--- src/rtl/pong_pkg.sv ---
// Shared types and helpers for the pong scoring path: FSM states, BCD digit
// types and a two-digit BCD incrementer.
package pong_pkg;

    typedef enum logic [1:0] {
        PLAY    = 2'd0,
        LOCKOUT = 2'd1,
        OVER    = 2'd2
    } state_t;

    typedef logic [3:0] bcd_digit_t;
    typedef logic [7:0] bcd2_t;

    // Tens never wrap: the game ends at WIN_SCORE <= 99.
    function automatic bcd2_t bcd2_inc(input bcd2_t v);
        bcd_digit_t ones;
        bcd_digit_t tens;
        ones = v[3:0];
        tens = v[7:4];
        if (ones == 4'd9) begin
            ones = 4'd0;
            tens = tens + 4'd1;
        end else begin
            ones = ones + 4'd1;
        end
        return {tens, ones};
    endfunction

endpackage

--- src/rtl/score_keeper_if.sv ---
// Bundle of the scoring strobes from the ball block and the score/win
// outputs returned to the ball, display and sound blocks.
interface score_keeper_if;
    import pong_pkg::*;

    logic  player_Scored;
    logic  cpu_Scored;
    logic  start;
    bcd2_t player_Score_BCD;
    bcd2_t cpu_Score_BCD;
    logic  player_Win;
    logic  cpu_Win;
    logic  point_Pulse;

    modport master (
        output player_Scored, cpu_Scored, start,
        input  player_Score_BCD, cpu_Score_BCD, player_Win, cpu_Win, point_Pulse
    );

    modport slave (
        input  player_Scored, cpu_Scored, start,
        output player_Score_BCD, cpu_Score_BCD, player_Win, cpu_Win, point_Pulse
    );

endinterface

--- src/rtl/bcd_score_counter.sv ---
// One side's score, held both as a 7-bit binary count (for the win compare)
// and as two BCD digits (for the display).
module bcd_score_counter
    import pong_pkg::*;
(
    input  logic       clk,
    input  logic       rst,
    input  logic       clr,
    input  logic       inc,
    output logic [6:0] count,
    output bcd2_t      bcd
);

    always_ff @(posedge clk) begin
        if (rst || clr) begin
            count <= 7'd0;
            bcd   <= 8'h00;
        end else if (inc) begin
            count <= count + 7'd1;
            bcd   <= bcd2_inc(bcd);
        end
    end

endmodule

--- src/rtl/score_keeper.sv ---
// Scoring FSM: edge-detects the scored levels, counts points, enforces a
// post-point lockout and latches the winner until a new game is started.
module score_keeper
    import pong_pkg::*;
#(
    parameter int WIN_SCORE      = 7,
    parameter int LOCKOUT_CYCLES = 2097152
) (
    input logic           clk,
    input logic           rst,
    score_keeper_if.slave bus
);

    localparam int               CNT_W     = $clog2(LOCKOUT_CYCLES + 1);
    localparam logic [CNT_W-1:0] LOCK_LOAD = CNT_W'(LOCKOUT_CYCLES - 1);
    localparam logic [6:0]       WIN_PREV  = 7'(WIN_SCORE - 1);

    state_t           state;
    state_t           state_nxt;
    logic             player_prev;
    logic             cpu_prev;
    logic             player_ev;
    logic             cpu_ev;
    logic [CNT_W-1:0] lock_cnt;
    logic [6:0]       player_count;
    logic [6:0]       cpu_count;
    bcd2_t            player_bcd;
    bcd2_t            cpu_bcd;
    logic             player_inc;
    logic             cpu_inc;
    logic             score_clr;
    logic             lock_load;
    logic             player_win_set;
    logic             cpu_win_set;
    logic             point_pulse;
    logic             player_win;
    logic             cpu_win;

    assign player_ev = bus.player_Scored & ~player_prev;
    assign cpu_ev    = bus.cpu_Scored & ~cpu_prev;

    always_ff @(posedge clk) begin
        if (rst) state <= PLAY;
        else     state <= state_nxt;
    end

    always_comb begin
        state_nxt = state;
        unique case (state)
            PLAY: begin
                // Simultaneous events cancel out and leave the game in PLAY.
                if (player_ev ^ cpu_ev)
                    state_nxt = ((player_ev ? player_count : cpu_count) == WIN_PREV) ? OVER : LOCKOUT;
            end
            LOCKOUT: if (lock_cnt == '0) state_nxt = PLAY;
            OVER:    if (bus.start) state_nxt = LOCKOUT;
            default: state_nxt = PLAY;
        endcase
    end

    always_comb begin
        player_inc     = 1'b0;
        cpu_inc        = 1'b0;
        score_clr      = 1'b0;
        lock_load      = 1'b0;
        player_win_set = 1'b0;
        cpu_win_set    = 1'b0;
        case (state)
            PLAY: begin
                player_inc     = player_ev & ~cpu_ev;
                cpu_inc        = cpu_ev & ~player_ev;
                player_win_set = player_inc && (player_count == WIN_PREV);
                cpu_win_set    = cpu_inc && (cpu_count == WIN_PREV);
                lock_load      = (player_inc & ~player_win_set) | (cpu_inc & ~cpu_win_set);
            end
            OVER: begin
                score_clr = bus.start;
                lock_load = bus.start;
            end
            default: ;
        endcase
    end

    always_ff @(posedge clk) begin
        if (rst) begin
            player_prev <= 1'b0;
            cpu_prev    <= 1'b0;
            lock_cnt    <= '0;
            point_pulse <= 1'b0;
            player_win  <= 1'b0;
            cpu_win     <= 1'b0;
        end else begin
            player_prev <= bus.player_Scored;
            cpu_prev    <= bus.cpu_Scored;
            point_pulse <= player_inc | cpu_inc;
            if (lock_load)
                lock_cnt <= LOCK_LOAD;
            else if (state == LOCKOUT && lock_cnt != '0)
                lock_cnt <= lock_cnt - CNT_W'(1);
            if (score_clr) begin
                player_win <= 1'b0;
                cpu_win    <= 1'b0;
            end else begin
                if (player_win_set) player_win <= 1'b1;
                if (cpu_win_set)    cpu_win    <= 1'b1;
            end
        end
    end

    bcd_score_counter u_player (
        .clk   (clk),
        .rst   (rst),
        .clr   (score_clr),
        .inc   (player_inc),
        .count (player_count),
        .bcd   (player_bcd)
    );

    bcd_score_counter u_cpu (
        .clk   (clk),
        .rst   (rst),
        .clr   (score_clr),
        .inc   (cpu_inc),
        .count (cpu_count),
        .bcd   (cpu_bcd)
    );

    assign bus.player_Score_BCD = player_bcd;
    assign bus.cpu_Score_BCD    = cpu_bcd;
    assign bus.player_Win       = player_win;
    assign bus.cpu_Win          = cpu_win;
    assign bus.point_Pulse      = point_pulse;

endmodule
--- src/flat_wrapper.sv ---
// flat-port wrapper written by rule: the top's interface ports become plain ports
module score_keeper_flat import pong_pkg::*;
#(
    parameter int WIN_SCORE      = 7,
    parameter int LOCKOUT_CYCLES = 2097152
)
  (clk, rst, bus_player_Scored, bus_cpu_Scored, bus_start, bus_player_Score_BCD, bus_cpu_Score_BCD, bus_player_Win, bus_cpu_Win, bus_point_Pulse);
  score_keeper_if bus_i ();
  input logic clk;
  input logic rst;
  input wire logic [$bits(bus_i.player_Scored)-1:0] bus_player_Scored;
  input wire logic [$bits(bus_i.cpu_Scored)-1:0] bus_cpu_Scored;
  input wire logic [$bits(bus_i.start)-1:0] bus_start;
  output wire logic [$bits(bus_i.player_Score_BCD)-1:0] bus_player_Score_BCD;
  output wire logic [$bits(bus_i.cpu_Score_BCD)-1:0] bus_cpu_Score_BCD;
  output wire logic [$bits(bus_i.player_Win)-1:0] bus_player_Win;
  output wire logic [$bits(bus_i.cpu_Win)-1:0] bus_cpu_Win;
  output wire logic [$bits(bus_i.point_Pulse)-1:0] bus_point_Pulse;
  assign bus_i.player_Scored = bus_player_Scored;
  assign bus_i.cpu_Scored = bus_cpu_Scored;
  assign bus_i.start = bus_start;
  assign bus_player_Score_BCD = bus_i.player_Score_BCD;
  assign bus_cpu_Score_BCD = bus_i.cpu_Score_BCD;
  assign bus_player_Win = bus_i.player_Win;
  assign bus_cpu_Win = bus_i.cpu_Win;
  assign bus_point_Pulse = bus_i.point_Pulse;
  score_keeper #(.WIN_SCORE(WIN_SCORE), .LOCKOUT_CYCLES(LOCKOUT_CYCLES)) u_core (.clk(clk), .rst(rst), .bus(bus_i));
endmodule
--- config.mk ---
export PLATFORM = sky130hd
export DESIGN_NAME = score_keeper_flat
export DESIGN_NICKNAME = d
export VERILOG_FILES = /design/src/rtl/pong_pkg.sv /design/src/rtl/score_keeper_if.sv /design/src/rtl/bcd_score_counter.sv /design/src/rtl/score_keeper.sv /design/src/flat_wrapper.sv
export SDC_FILE = /design/constraint.sdc
export NUM_CORES = 1
export LEC_CHECK = 0
export ABC_AREA = 1
export ABC_CLOCK_PERIOD_IN_PS = 1780
export BUFFER_PORTS_ARGS = -buffer_cell sky130_fd_sc_hd__clkbuf_2
export CAP_MARGIN = 10
export CORE_AREA = 8 8 88 90
export CTS_CLUSTER_DIAMETER = 100
export DETAILED_ROUTE_END_ITERATION = 12
export DIE_AREA = 0 0 96 98
export PLACE_DENSITY = 0.79
export SYNTH_ARGS = -nofsm -noshare
export SYNTH_HDL_FRONTEND = slang
export SYNTH_SLANG_ARGS = --single-unit
export TNS_END_PERCENT = 100
--- constraint.sdc ---
create_clock -name clk -period 1.78 [get_ports clk]
set_input_delay 0.178 -clock clk [delete_from_list [all_inputs] [get_ports clk]]
set_output_delay 0.178 -clock clk [all_outputs]
set_load 0.005 [all_outputs]
======== Word-level counts from Yosys, hierarchy flattened ========
Index checks and enable logic that the tools add are counted.
word-level totals
  bits in registers ....................... 59
  input bits .............................. 5
  word-level logic and storage cells ...... 75
cells by class
  equality and inequality tests ........... 10
  $add $sub $neg .......................... 7
  multiplexer cells ....................... 16
  bitwise logic cells ..................... 15
  reduce and logical (&&, ||, !) cells .... 13
operators with widths
  cell                     count
  $mux W21                 2
  $logic_not A22 Y1        1
  $reduce_bool A22 Y1      1
  $sub A22 B1 Y22 const B  1
  $eq A7 B3 Y1 const B     3
  $add A4 B1 Y4 const B    4
  $add A7 B1 Y7 const B    2
  $eq A4 B4 Y1 const B     2
  $mux W2                  4
  $mux W4                  2
  $mux W7                  1
  $and A1 B1 Y1            6
  $not A1 Y1               6
  $pmux W2 S3              1
  $mux W1                  5
  $ne A2 B1 Y1 const B     2
  $reduce_and A2 Y1        2
  $reduce_or A2 Y1         2
  $logic_and A1 B1 Y1      3
  $reduce_and A3 Y1        1
  $eq A2 B1 Y1 const B     1
  $eq A2 B2 Y1 const B     1
  $logic_not A2 Y1         1
  $ne A2 B2 Y1 const B     1
  other kinds (5)          6

======== Longest topological paths before layout ========
Gate-level depths: netlist of run 1.
  depth in word-level cells ............... 10
  mapped depth ............................ 13
  depth with buffers taken out ............ 12

======== By module ========
From an unflattened synthesis of run 1, not the netlist that was laid out.
unflattened totals
  cell total of the unflattened synthesis .. 512
  area, all modules ....................... 3428.3 um2
modules (own cells, without submodules)
  module             seq. area each (um2)  instances  area each (um2)  cells each
  score_keeper       580.6                 1          1991.9           318
  bcd_score_counter  300.3                 2          718.2            97

======== Worst setup path after synthesis of run 1 ========
Ideal clock, no wire load.
  kind .................................... register to register
  from .................................... register u_core.player_prev
  to ...................................... register u_core.lock_cnt[12]
  library setup time ...................... 136 ps
  buffers on the path ..................... 1
  period minus slack after synthesis ...... 1687 ps
  stages on the path, launching flop included .. 13
  slack ................................... 93 ps
  arrival ................................. 1550 ps
  path through ............................ dfxtp_1 nor2_1 inv_1 ha_1 nand2_4 inv_4 nand2_4 nand2_4 nor2_8 nand2_4 buf_6 o21ai_2 a21oi_2
between the ends
  word-level cells in the longest chain between the ends .. 10
  elaborated cells between the ends (all ways) .. 15
ends and longest elaborated chain
  element                                         line                text
  start: declaration                              score_keeper.sv:20  logic player_prev;
  start signal: assignment                        score_keeper.sv:93  player_prev <= bus.player_Scored;
  $not A1 Y1 *                                    score_keeper.sv:39  assign player_ev = bus.player_Scored & ~player_prev;
  $and A1 B1 Y1 *                                 score_keeper.sv:39
  $not A1 Y1                                      score_keeper.sv:71  cpu_inc = cpu_ev & ~player_ev;
  $and A1 B1 Y1                                   score_keeper.sv:71
  $logic_and A1 B1 Y1                             score_keeper.sv:73  cpu_win_set = cpu_inc && (cpu_count == WIN_PREV);
  $not A1 Y1                                      score_keeper.sv:74  lock_load = (player_inc & ~player_win_set) | (cpu_inc & ~cpu_win_set);
  $and A1 B1 Y1                                   score_keeper.sv:74
  $or A1 B1 Y1 *                                  score_keeper.sv:74
  $pmux W1 S2 *                                   score_keeper.sv:68  case (state)
  $mux W21 or $reduce_bool A2 Y1 (tied branches)  --
  end signal: assignment                          score_keeper.sv:99  lock_cnt <= lock_cnt - CNT_W'(1);
  end: declaration                                score_keeper.sv:24  logic [CNT_W-1:0] lock_cnt;
Every way passes the cells marked *; elsewhere a longest branch is shown, timed or not.
A chain may end at the register's enable or synchronous reset.

======== Worst setup path in the final report of run 1 ========
  from .................................... register u_core.lock_cnt[12]
  to ...................................... register u_core.lock_cnt[8]
between the ends
  word-level cells in the longest chain between the ends .. 3
ends and longest elaborated chain
  element                              line                text
  $reduce_bool A22 Y1                  score_keeper.sv:98  else if (state == LOCKOUT && lock_cnt != '0)
  $logic_and A1 B1 Y1                  score_keeper.sv:98
  $reduce_bool A2 Y1 (no source line)  --
Every way passes these cells.

==> key figures, run 1 <==
Clock network
  – Max clock buf depth: 2
  – Worst skew pair latency: between 300 and 400 ps
  – Inserted Clock Buffers: 9
  – TritonCTS clock tree: done
  – TritonCTS Sinks: 59
  – Post-CTS Hold Buffers: 0
  – Htree depth: 3
  – Root buffer cell: clkbuf_8
  – Clock Pin Slew Worst Setup and Hold Paths: ~70 ps

Critical path
  – Nature of the critical path endpoint: flip-flop
  – CP cell instances: nor2_1, nand2_1, nor2_2, nand3_1, nand2_4, buf_6, nand3_1, a21oi_1
  – Critical Path RT: around 2100 ps
  – CP most frequent cell: nand3_1
  – Max incr delay on CP: 350 ps
  – CP Launch Type: flip-flop
  – Crit-path max FO: 15
  – CP max stage cell: dfxtp_1
  – CP Class: flip-flop to flip-flop
  – Critical Path AT: between 2000 and 2500 ps

Logic synthesis
  – Seq/Total Area, Yosys: 35.9%
  – Most frequent cell after synthesis: nand2_1
  – Netlist Area Pre-Place: roughly 0.0033 mm²
  – Area contributors post-synth: dfxtp_1, nand2_1, nor2_1, nand3_1, inv_1
  – Distinct cells, synth: 37
  – Synth warn: 0
  – Mapped Nets: between 400 and 500
  – Post-synth top cells: nand2_1, nor2_1, dfxtp_1
  – Post-synthesis average cell area: roughly 7.0 µm²
  – Synth Flop Type: dfxtp_1
  – Ys async rst share: 0%
  – Post-Synthesis Cells: ~470
  – Share of the synthesized area in the top cell type: 35.9%
  – Synth area leader: dfxtp_1
  – Flops & latches, synth: 59
  – Post-synth EDFFs: 0

Layout
  – N_diodes: 0
  – Share of post-route cells with drive strength above 1: roughly a fifth
  – Area grow syn2layout: 19.5%
  – Layout Cells excl Fill: 600
  – Fin area: between 0.003 and 0.004 mm²
  – Nets: 530
  – Final Core Density: between 60% and 70%

Global route
  – Tot GR Track Use: 17.4%
  – Largest net degree at the start of global routing: 28
  – Vias in the first global route: between 3k and 4k
  – Grt total ovfl: 0
  – Initial antenna violation count: 0
  – First-pass GRT wire length: 13.3 mm

STA
  – WHS: roughly 63 ps
  – Fmax: around 0.57 GHz
  – Clk_skew: 11.4 ps
  – Final Worst Setup Slack: approximately 41 ps
  – Max_slew headroom: between 70% and 80%
  – Setup TNS Final: 0 ps
  – Fin crit period: between 1500 and 2000 ps
  – Slew @ Worst Pin: roughly 380 ps
  – Fin crit share: between 90% and 100%
  – Final Max Tran Viols: 0
  – Setup violators final: 0
  – Fin. Hold Viols: 0

Floorplan
  – Core Rows: 30
  – Die W: about 96 µm
  – Die Span Y: ~98 µm
  – Die area: roughly 0.0094 mm²
  – Starting Density: 50.6%
  – I/O pins: 24
  – Core area: 0.00649 mm²

Placement
  – Placed Instances: 578
  – Dpl hpwl: about 5.5 mm
  – GPL Wtd Cong: roughly 0.85
  – Placed cell area: 0.00354 mm²
  – Pre-CTS WS: 20.4 ps
  – IO buf count: 23

Pwr
  – Peak VDD IR: 879 µV
  – PnR Total Power: between 4 and 5 mW
  – Static Leak: ~1.7 nW
  – Pwr per Cell Area: 1160 mW/mm²

Flow run
  – Max Cap Viol: 0

Detailed routing
  – DR iter-0 viols: ~240
  – Post-DR wirelength/cell: 13.8 µm
  – Vias: 3,260
  – Routed Antenna Nets: 0
  – DRC violations left: 0
  – Routed wire length: between 8 and 9 mm
  – DRT Pass-1 Iters: 7
  – Routed vias/inst: roughly 5.4

Worst hold path
  – HP Class: primary input to flip-flop

Run status
  – Outcome: finished, final reports clean
==> area by class of cell <==
| class | instances | area (µm²) |
|---|---|---|
| Clock buffer | 11 | 141 |
| Clock inverter | 5 | 100 |
| Fill cell | 555 | 2560 |
| Inverter | 52 | 200 |
| Multi-Input combinational cell | 349 | 1880 |
| Sequential cell | 59 | 1180 |
| Tap cell | 80 | 100 |
| Timing Repair Buffer | 44 | 328 |
==> cells in the final DEF, fill, tap and decap left out, drive strengths merged <==
cell and instances:
nor3 12, o32ai 1, o21bai 1, nand2 97, dfxtp 59, o21ai 27, bufinv 3, buf 19
o21a 3, xor2 6, xnor2 3, ha 10, nor3b 4, nand3 44, a31oi 4, nor2 79
inv 52, nand4 10, clkbuf 36, o211ai 1, nand3b 7, clkinv 2, a21oi 40
==> sequential cells by signal (all words and copies together), names as in the netlist <==
signal and count:
u_core.u_cpu.count 7, u_core.bus.point_Pulse 1, u_core.cpu_prev 1, u_core.bus.cpu_Win 1
u_core.u_cpu.bcd 8, u_core.lock_cnt 22, u_core.u_player.bcd 8, u_core.u_player.count 7
u_core.state 2, u_core.bus.player_Win 1, u_core.player_prev 1
==> routing by layer <==
metal,GRT usage (%),vias up,wire length [µm]
met5,0,-,0
met4,9.47,0,276
met3,4.53,34,392
met2,28.8,106,4090
met1,19.5,1493,3490
li1,-,1627,-
==> final timing paths <==
| kind | startpoint | to | slack, ps | depth (start not counted) |
|---|---|---|---|---|
| max | u_core.lock_cnt[12] | u_core.lock_cnt[8] | 40 | 8 |
| min | bus_cpu_Scored | u_core.cpu_prev | 60 | 3 |
| max reg2reg | u_core.lock_cnt[12] | u_core.lock_cnt[8] | 40 | 8 |
| min reg2reg | u_core.lock_cnt[21] | u_core.lock_cnt[21] | 480 | 2 |
==> cells by family after synthesis <==
kind of cell	count (synthesis)	share of synthesized area, %
and+or+nand+nor	253	35.6
AOI/OAI and AO/OA	77	13.6
DFF	59	35.9
adders and majority gates	10	3.81
xor gates and xnor gates	9	2.40
buffers and inverters	63	8.68
==> worst max-delay path, delay by kind of cell (launching register included) <==
kind,cells,cell delay (ps)
AND/OR/NAND/NOR,6,940
buffers and inverters,1,180
AO/OA/AOI/OAI,1,180
flip-flops,1,350
==> power breakdown <==
group / internal (mW) / total (mW) / switching [mW] / leakage (nW)
sequential: 1.45 / 1.59 / 0.146 / 0.482
clock: 0.964 / 1.51 / 0.548 / 0.123
combinational: 0.539 / 1.47 / 0.932 / 1.10
==> timing repair <==
action	in CTS	in global routing
setup buffers	0	3
endpoints found under the setup margin	0	25
resized for setup	0	21
Power figures use the tool's default switching activity.
==> run 2: changes to the inputs <==
--- a/config.mk
+++ b/config.mk
@@ -14,6 +14,7 @@
 export DETAILED_ROUTE_END_ITERATION = 12
 export DIE_AREA = 0 0 96 98
 export PLACE_DENSITY = 0.79
+export RECOVER_POWER = 100
 export SYNTH_ARGS = -nofsm -noshare
 export SYNTH_HDL_FRONTEND = slang
 export SYNTH_SLANG_ARGS = --single-unit
==> run 2 against run 1 <==
Against the previous run:
- global-route usage unchanged
- final cell count is the same
- critical path type unchanged
- via count increased by 0.37%
- highest routed layer unchanged
- critical endpoint unchanged
- register-to-register slack about the same
- clock-buffer cell count did not move
- power fell by 0.21%
- combinational power hardly changed
- first-iteration DRC count grew 2.9%
- core utilization down 0.19 points
- worst hold slack improved by 1.1 ps
==> key figures, run 2 (synthesized netlist as in run 1, its figures left out) <==
Run status
  – Outcome: finished, final reports clean

Floorplan
  – Core Rows: 30 (unchanged)
  – Die Span Y: 98 µm (unchanged)
  – Die W: 96 µm (unchanged)
  – Starting Density: 50.6% (unchanged)
  – I/O pins: 24 (unchanged)
  – Die area: 0.00941 mm² (unchanged)
  – Core area: 0.00649 mm² (unchanged)

STA
  – Final Max Tran Viols: 0 (unchanged)
  – Fmax: 0.575 GHz (about the same)
  – WHS: 63.9 ps (+1.13 ps)
  – Final Worst Setup Slack: 41.5 ps (+0.713 ps)
  – Setup violators final: 0 (unchanged)
  – Fin. Hold Viols: 0 (unchanged)
  – Slew @ Worst Pin: 416 ps (+37.2 ps)
  – Fin crit period: 1740 ps (-0.713 ps)
  – Clk_skew: 11.0 ps (-0.331 ps)
  – Fin crit share: 97.7% (about the same)
  – Max_slew headroom: 72.3% (-2.5 points)

Detailed routing
  – Post-DR wirelength/cell: 13.7 µm (-0.57%)
  – DR iter-0 viols: 250 (+2.9%)
  – Routed wire length: 8.20 mm (-0.57%)
  – DRT Pass-1 Iters: 5 (-2)
  – Vias: 3,272 (+0.37%)
  – Routed vias/inst: 5.45 (+0.37%)
  – DRC violations left: 0 (unchanged)
  – Routed Antenna Nets: 0 (unchanged)

Layout
  – Fin area: 0.00392 mm² (-0.32%)
  – Share of post-route cells with drive strength above 1: 18.3% (-1.5 points)
  – Nets: 530 (unchanged)
  – Most flops, register: u_core.lock_cnt
  – Most frequent cells in the layout: nand2_1, nor2_1, dfxtp_1
  – Final Core Density: 60.3% (-0.19 points)
  – Leading registers by flop count: u_core.lock_cnt x22, u_core.u_cpu.bcd x8, u_core.u_player.bcd x8
  – Commonest non-fill, non-tap cell in the layout: nand2_1
  – N_diodes: 0 (unchanged)
  – Area grow syn2layout: 19.1%
  – Max reg flops: 22 (unchanged)

Clock network
  – Root buffer cell: clkbuf_8
  – Max clock buf depth: 2 (unchanged)
  – Clock Pin Slew Worst Setup and Hold Paths: 70 ps (about the same)
  – TritonCTS Sinks: 59 (unchanged)
  – Htree depth: 3 (unchanged)
  – Inserted Clock Buffers: 9 (unchanged)
  – Post-CTS Hold Buffers: 0 (unchanged)
  – TritonCTS clock tree: done
  – Worst skew pair latency: 340 ps (about the same)

Critical path
  – Worst R2R Setup Slack: 40 ps (about the same)
  – CP max stage cell: dfxtp_1
  – CP Class: flip-flop to flip-flop
  – Nature of the critical path endpoint: flip-flop
  – Critical Path RT: 2050 ps (about the same)
  – CP cell instances: nor2_1, nand2_1, nor2_2, nand3_1, nand2_4, buf_6, nand3_1, a21oi_1
  – CP most frequent cell: nand3_1
  – R2r worst-path depth: 8 (unchanged)
  – Levels on crit path: 8 (unchanged)
  – Largest delay share family, worst path: simple AND/OR/NAND/NOR gates
  – Max incr delay on CP: 360 ps (about the same)
  – Crit-path max FO: 15 (unchanged)
  – Critical Path AT: 2000 ps (about the same)
  – R2R Path Start: u_core.lock_cnt[12]
  – Worst Path Buf+Inv: 1 (unchanged)
  – Worst reg2reg endpoint: u_core.lock_cnt[8]
  – CP Launch Type: flip-flop

Global route
  – Tot GR Track Use: 17.4% (unchanged)
  – Grt total ovfl: 0 (unchanged)
  – Initial antenna violation count: 0 (unchanged)
  – Vias in the first global route: 3,174 (unchanged)
  – First-pass GRT wire length: 13.3 mm (unchanged)
  – Largest net degree at the start of global routing: 28 (unchanged)

Flow run
  – Max Cap Viol: 0 (unchanged)

Placement
  – Pre-CTS WS: 20.4 ps (unchanged)
  – Dpl hpwl: 5.47 mm (unchanged)
  – Placed cell area: 0.00354 mm² (unchanged)
  – IO buf count: 23 (unchanged)
  – GPL Wtd Cong: 0.852 (unchanged)

Pwr
  – Static Leak: 1.68 nW (-1.6%)
  – Pwr per Cell Area: 1170 mW/mm² (+0.11%)
  – Peak VDD IR: 881 µV (+0.22%)

Worst hold path
  – Hold EP: u_core.cpu_prev
  – HP Class: primary input to flip-flop
  – Hold Startpoint: bus_cpu_Scored
  – Hold Crit Depth: 3 (unchanged)
## run 2: layout make-up
cell class	count	area, µm²
fill	559	2580
multi-input combinational	349	1880
sequential	59	1180
timing repair buffer	44	315
inverter	52	200
clock buffer	11	141
clock inverter	5	100
tap	80	100
## run 2: worst max-delay path by stage
stage,start,to,slack [ps]
after floorplan,u_core.player_prev,u_core.lock_cnt[12],90
after global placement,bus_player_Scored,u_core.lock_cnt[6],100
after detailed placement,u_core.player_prev,u_core.lock_cnt[5],20
after CTS,u_core.player_prev,u_core.lock_cnt[5],0.4
after global routing,u_core.player_prev,u_core.lock_cnt[8],-50
final,u_core.lock_cnt[12],u_core.lock_cnt[8],40
## run 2: through the flow
step                setup TNS (ps)  std cells  power [mW]
finish                           0        600        4.56
global route                  -167        600        4.83
CTS                              0        594        4.43
detailed placement               0        578        2.93
global placement                 0        578        2.89
floorplan                        0        471        2.63
## run 2: worst reg2reg max path: stages (launching register included)
cell	delay, ps
dfxtp_1	360
nor2_1	240
nand2_1	130
nor2_2	170
nand3_1	160
nand2_4	150
buf_6	170
nand3_1	90
a21oi_1	180
## run 2: layer usage
metal / GRT usage (%) / vias up / part of all wire (%)
met4: 9.47 / 0 / 3.7
met1: 19.5 / 1505 / 42
met3: 4.53 / 38 / 4.8
met2: 28.8 / 100 / 50
met5: 0 / - / 0
li1: - / 1629 / -
## run 2: repair_timing
| action | 4_1_cts | 5_1_grt |
|---|---|---|
| gates resized for setup | 0 | 21 |
| endpoints found under the setup margin | 0 | 25 |
| buffers inserted | 0 | 3 |
## run 2: report_power, final
part / switching, mW / internal, mW / total (mW)
Combinational: 0.927 / 0.537 / 1.46
Clock: 0.545 / 0.964 / 1.51
Sequential: 0.146 / 1.45 / 1.59
==> run 3: changes to the inputs <==
--- a/config.mk
+++ b/config.mk
@@ -5,14 +5,13 @@
 export SDC_FILE = /design/constraint.sdc
 export NUM_CORES = 1
 export LEC_CHECK = 0
-export ABC_AREA = 1
 export ABC_CLOCK_PERIOD_IN_PS = 1780
 export BUFFER_PORTS_ARGS = -buffer_cell sky130_fd_sc_hd__clkbuf_2
 export CAP_MARGIN = 10
-export CORE_AREA = 8 8 88 90
+export CORE_AREA = 2 2 77 79
 export CTS_CLUSTER_DIAMETER = 100
 export DETAILED_ROUTE_END_ITERATION = 12
-export DIE_AREA = 0 0 96 98
+export DIE_AREA = 0 0 79 81
 export PLACE_DENSITY = 0.79
 export RECOVER_POWER = 100
 export SYNTH_ARGS = -nofsm -noshare
==> run 3 against run 2 <==
Against the previous run:
- the run now ends with negative setup slack left
- via count is 17% lower
- clock-buffer cell count stayed put
- sequential power is 5% lower
- critical path depth is 3 lower
- worst hold slack better by 25 ps
==> key figures, run 3 <==
Layout
  – Final Core Density: 72.8% (+13 points)
  – Commonest non-fill, non-tap cell in the layout: buf_4
  – Sequential standard cell area: 0.00119 mm² (+0.95%)
  – Nets: 424 (-20%)
  – Multi-input gate area: 0.00190 mm² (+1.2%)
  – Most frequent cells in the layout: buf_4, dfxtp_1, nor2_1
  – Layout Cells excl Fill: 487 (-19%)
  – Most flops, register: u_core.lock_cnt
  – Leading registers by flop count: u_core.lock_cnt x22, u_core.u_cpu.bcd x8, u_core.u_player.bcd x8
  – Area grow syn2layout: 44.4%
  – N_diodes: 0 (unchanged)
  – Max reg flops: 22 (unchanged)
  – Share of post-route cells with drive strength above 1: 43.0% (+25 points)
  – Fin area: 0.00413 mm² (+5.5%)
  – Number of fill cells: 388 (-31%)

Global route
  – Initial antenna violation count: 0 (unchanged)
  – Vias in the first global route: 2,554 (-20%)
  – Grt total ovfl: 0 (unchanged)
  – Largest net degree at the start of global routing: 33 (+18%)
  – First-pass GRT wire length: 11.5 mm (-13%)
  – Tot GR Track Use: 23.2% (+5.8 points)

STA
  – Fin crit period: 1870 ps (+131 ps)
  – Fin crit share: 105% (+7.4 points)
  – Clk_skew: 5.22 ps (-5.81 ps)
  – RSZ-0062 raised after global routing: yes
  – Max_slew headroom: 71.1% (-1.2 points)
  – Final Worst Setup Slack: -89.4 ps (-131 ps)
  – Fmax: 0.535 GHz (-7.0%)
  – Setup violators final: 8 (+8)
  – Slew @ Worst Pin: 430 ps (+14.2 ps)
  – Fin. Hold Viols: 0 (unchanged)
  – Setup TNS Final: -309 ps (-309 ps)
  – WHS: 88.5 ps (+24.6 ps)
  – Final Max Tran Viols: 0 (unchanged)

Detailed routing
  – DRT Pass-1 Iters: 4 (-1)
  – Routed Antenna Nets: 0 (unchanged)
  – Routed wire length: 8.06 mm (-1.8%)
  – Vias: 2,717 (-17%)
  – DR iter-0 viols: 124 (-50%)
  – DRC violations left: 0 (unchanged)
  – Routed vias/inst: 5.58 (+2.3%)
  – Post-DR wirelength/cell: 16.5 µm (+21%)

Critical path
  – Crit-path max FO: 4 (-11)
  – Critical Path AT: 2140 ps (+140 ps)
  – CP Launch Type: flip-flop
  – Largest delay share family, worst path: simple AND/OR/NAND/NOR gates
  – Critical Path RT: 2050 ps (about the same)
  – CP cell instances: or3_4, or2_4, or4_4, or3_1, a31oi_1
  – Max incr delay on CP: 410 ps (+50 ps)
  – Nature of the critical path endpoint: flip-flop
  – CP Class: flip-flop to flip-flop
  – Worst Path Buf+Inv: 0 (-1)
  – CP max stage cell: or4_4

Worst hold path
  – HP Class: primary input to flip-flop

Logic synthesis
  – Share of the synthesized area in the top cell type: 41.3% (+5.3 points)
  – Distinct cells, synth: 46 (+24%)
  – Post-synth top cells: dfxtp_1, nor2_1, a21oi_1
  – Flops & latches, synth: 59 (unchanged)
  – Synth Flop Type: dfxtp_1
  – Seq/Total Area, Yosys: 41.3% (+5.3 points)
  – Post-Synthesis Cells: 315 (-33%)
  – Post-synthesis average cell area: 9.09 µm² (+30%)
  – Post-synth EDFFs: 0 (unchanged)
  – Synth warn: 0 (unchanged)
  – Synth area leader: dfxtp_1
  – Ys async rst share: 0% (unchanged)
  – Netlist Area Pre-Place: 0.00286 mm² (-13%)
  – Area contributors post-synth: dfxtp_1, xnor2_1, nor2_1, a21oi_1, ha_1
  – Mapped Nets: 330 (-32%)
  – Most frequent cell after synthesis: dfxtp_1

Clock network
  – Worst skew pair latency: 340 ps (about the same)
  – Clock Pin Slew Worst Setup and Hold Paths: 70 ps (about the same)
  – Post-CTS Hold Buffers: 0 (unchanged)
  – TritonCTS Sinks: 59 (unchanged)
  – TritonCTS clock tree: done
  – Inserted Clock Buffers: 9 (unchanged)
  – Htree depth: 3 (unchanged)
  – Max clock buf depth: 2 (unchanged)
  – Root buffer cell: clkbuf_8

Pwr
  – Seq pwr share: 41.8% (+6.9 points)
  – Pwr per Cell Area: 875 mW/mm² (-25%)
  – Static Leak: 1.60 nW (-4.4%)
  – Psw: 1.06 mW (-34%)
  – Combinational cell fraction of total power: 25.1% (-7.0 points)
  – Peak VDD IR: 663 µV (-25%)
  – Clock Power Share: 33.1% (about the same)
  – PnR Total Power: 3.61 mW (-21%)
  – Internal Power: 2.55 mW (-13%)
  – Switch share: 29.4% (-6.0 points)

Placement
  – IO buf count: 23 (unchanged)
  – Pre-CTS WS: -123 ps (-143 ps)
  – Placed Instances: 453 (-22%)
  – GPL Wtd Cong: 0.836 (-1.9%)
  – Dpl hpwl: 4.26 mm (-22%)
  – Placed cell area: 0.00341 mm² (-3.8%)

Floorplan
  – Die area: 0.00640 mm² (-32%)
  – I/O pins: 24 (unchanged)
  – Core Rows: 28 (-6.7%)
  – Die Span Y: 81 µm (-17%)
  – Starting Density: 50.4% (-0.19 points)
  – Die W: 79 µm (-18%)
  – Core area: 0.00568 mm² (-13%)

Run status
  – Failing checks: negative setup slack
  – Outcome: finished, violations left

Flow run
  – Max Cap Viol: 0 (unchanged)
[run 3: cell count changes after synthesis, moves of 9 or more]
cell	before	now
nor2b_1	0	9
xnor2_1	3	21
a21oi_1	35	25
nand3_1	43	3
nand2_1	90	10
nor4_1	0	11
nor2_1	76	37
inv_1	47	7
o21ai_0	20	8
[run 3: logic make-up (layout without fill, tap and decap cells)]
logic type	Yosys count	count (layout)	share of synthesized area, %
DFF	59	59	41.3
buffers and inverters	24	121	4.68
muxes	4	4	1.44
AOI/OAI and AO/OA	55	55	11.5
adders and majority gates	10	10	4.37
and+or+nand+nor	128	128	26.0
xor gates and xnor gates	35	35	10.7
[run 3: timing repair]
item | in CTS | in global routing
pin swaps | 3 | 30
gates resized for setup | 26 | 60
endpoints found under the setup margin | 20 | 44
cloned | 1 | 1
buffers inserted | 8 | 13
endpoints found under the hold margin | 0 | 0
[run 3: routing by layer]
layer / global-route usage, % / routed length, µm
met1: 26.8 / 3350
met2: 40.8 / 4310
met3: 4.44 / 201
met4: 12.2 / 195
met5: 0 / 0
[run 3: power groups by stage]
stage / Clock (mW) / Sequential [mW] / Combinational [mW]
6_report: 1.19 / 1.51 / 0.907
5_1_grt: 1.25 / 1.52 / 0.974
4_1_cts: 1.20 / 1.49 / 0.715
3_5_place_dp: 0 / 1.51 / 0.639
3_3_place_gp: 0 / 1.51 / 0.621
2_1_floorplan: 0 / 1.51 / 0.386
[run 3: worst register-to-register path: cells and delay by family, from the launching register on]
kind | cells | cell delay, ps
AND/OR/NAND/NOR | 4 | 1340
AO/OA/AOI/OAI | 1 | 120
flip-flops | 1 | 340
[run 3: final cells by class]
class | count | area share (%)
Multi-Input combinational cell | 232 | 45.9
Sequential cell | 59 | 28.9
Inverter | 7 | 0.636
Clock inverter | 3 | 0.969
Tap cell | 75 | 2.27
Timing Repair Buffer | 100 | 17.9
Clock buffer | 11 | 3.42
[run 3: worst paths after layout]
kind	from	to	slack [ps]	cells after the start
setup / recovery	u_core.lock_cnt[10]	u_core.lock_cnt[15]	-90	5
hold / removal	bus_player_Scored	u_core.player_prev	90	2
setup reg to reg	u_core.lock_cnt[10]	u_core.lock_cnt[15]	-90	5
hold reg to reg	u_core.bus.player_Win	u_core.bus.player_Win	490	2
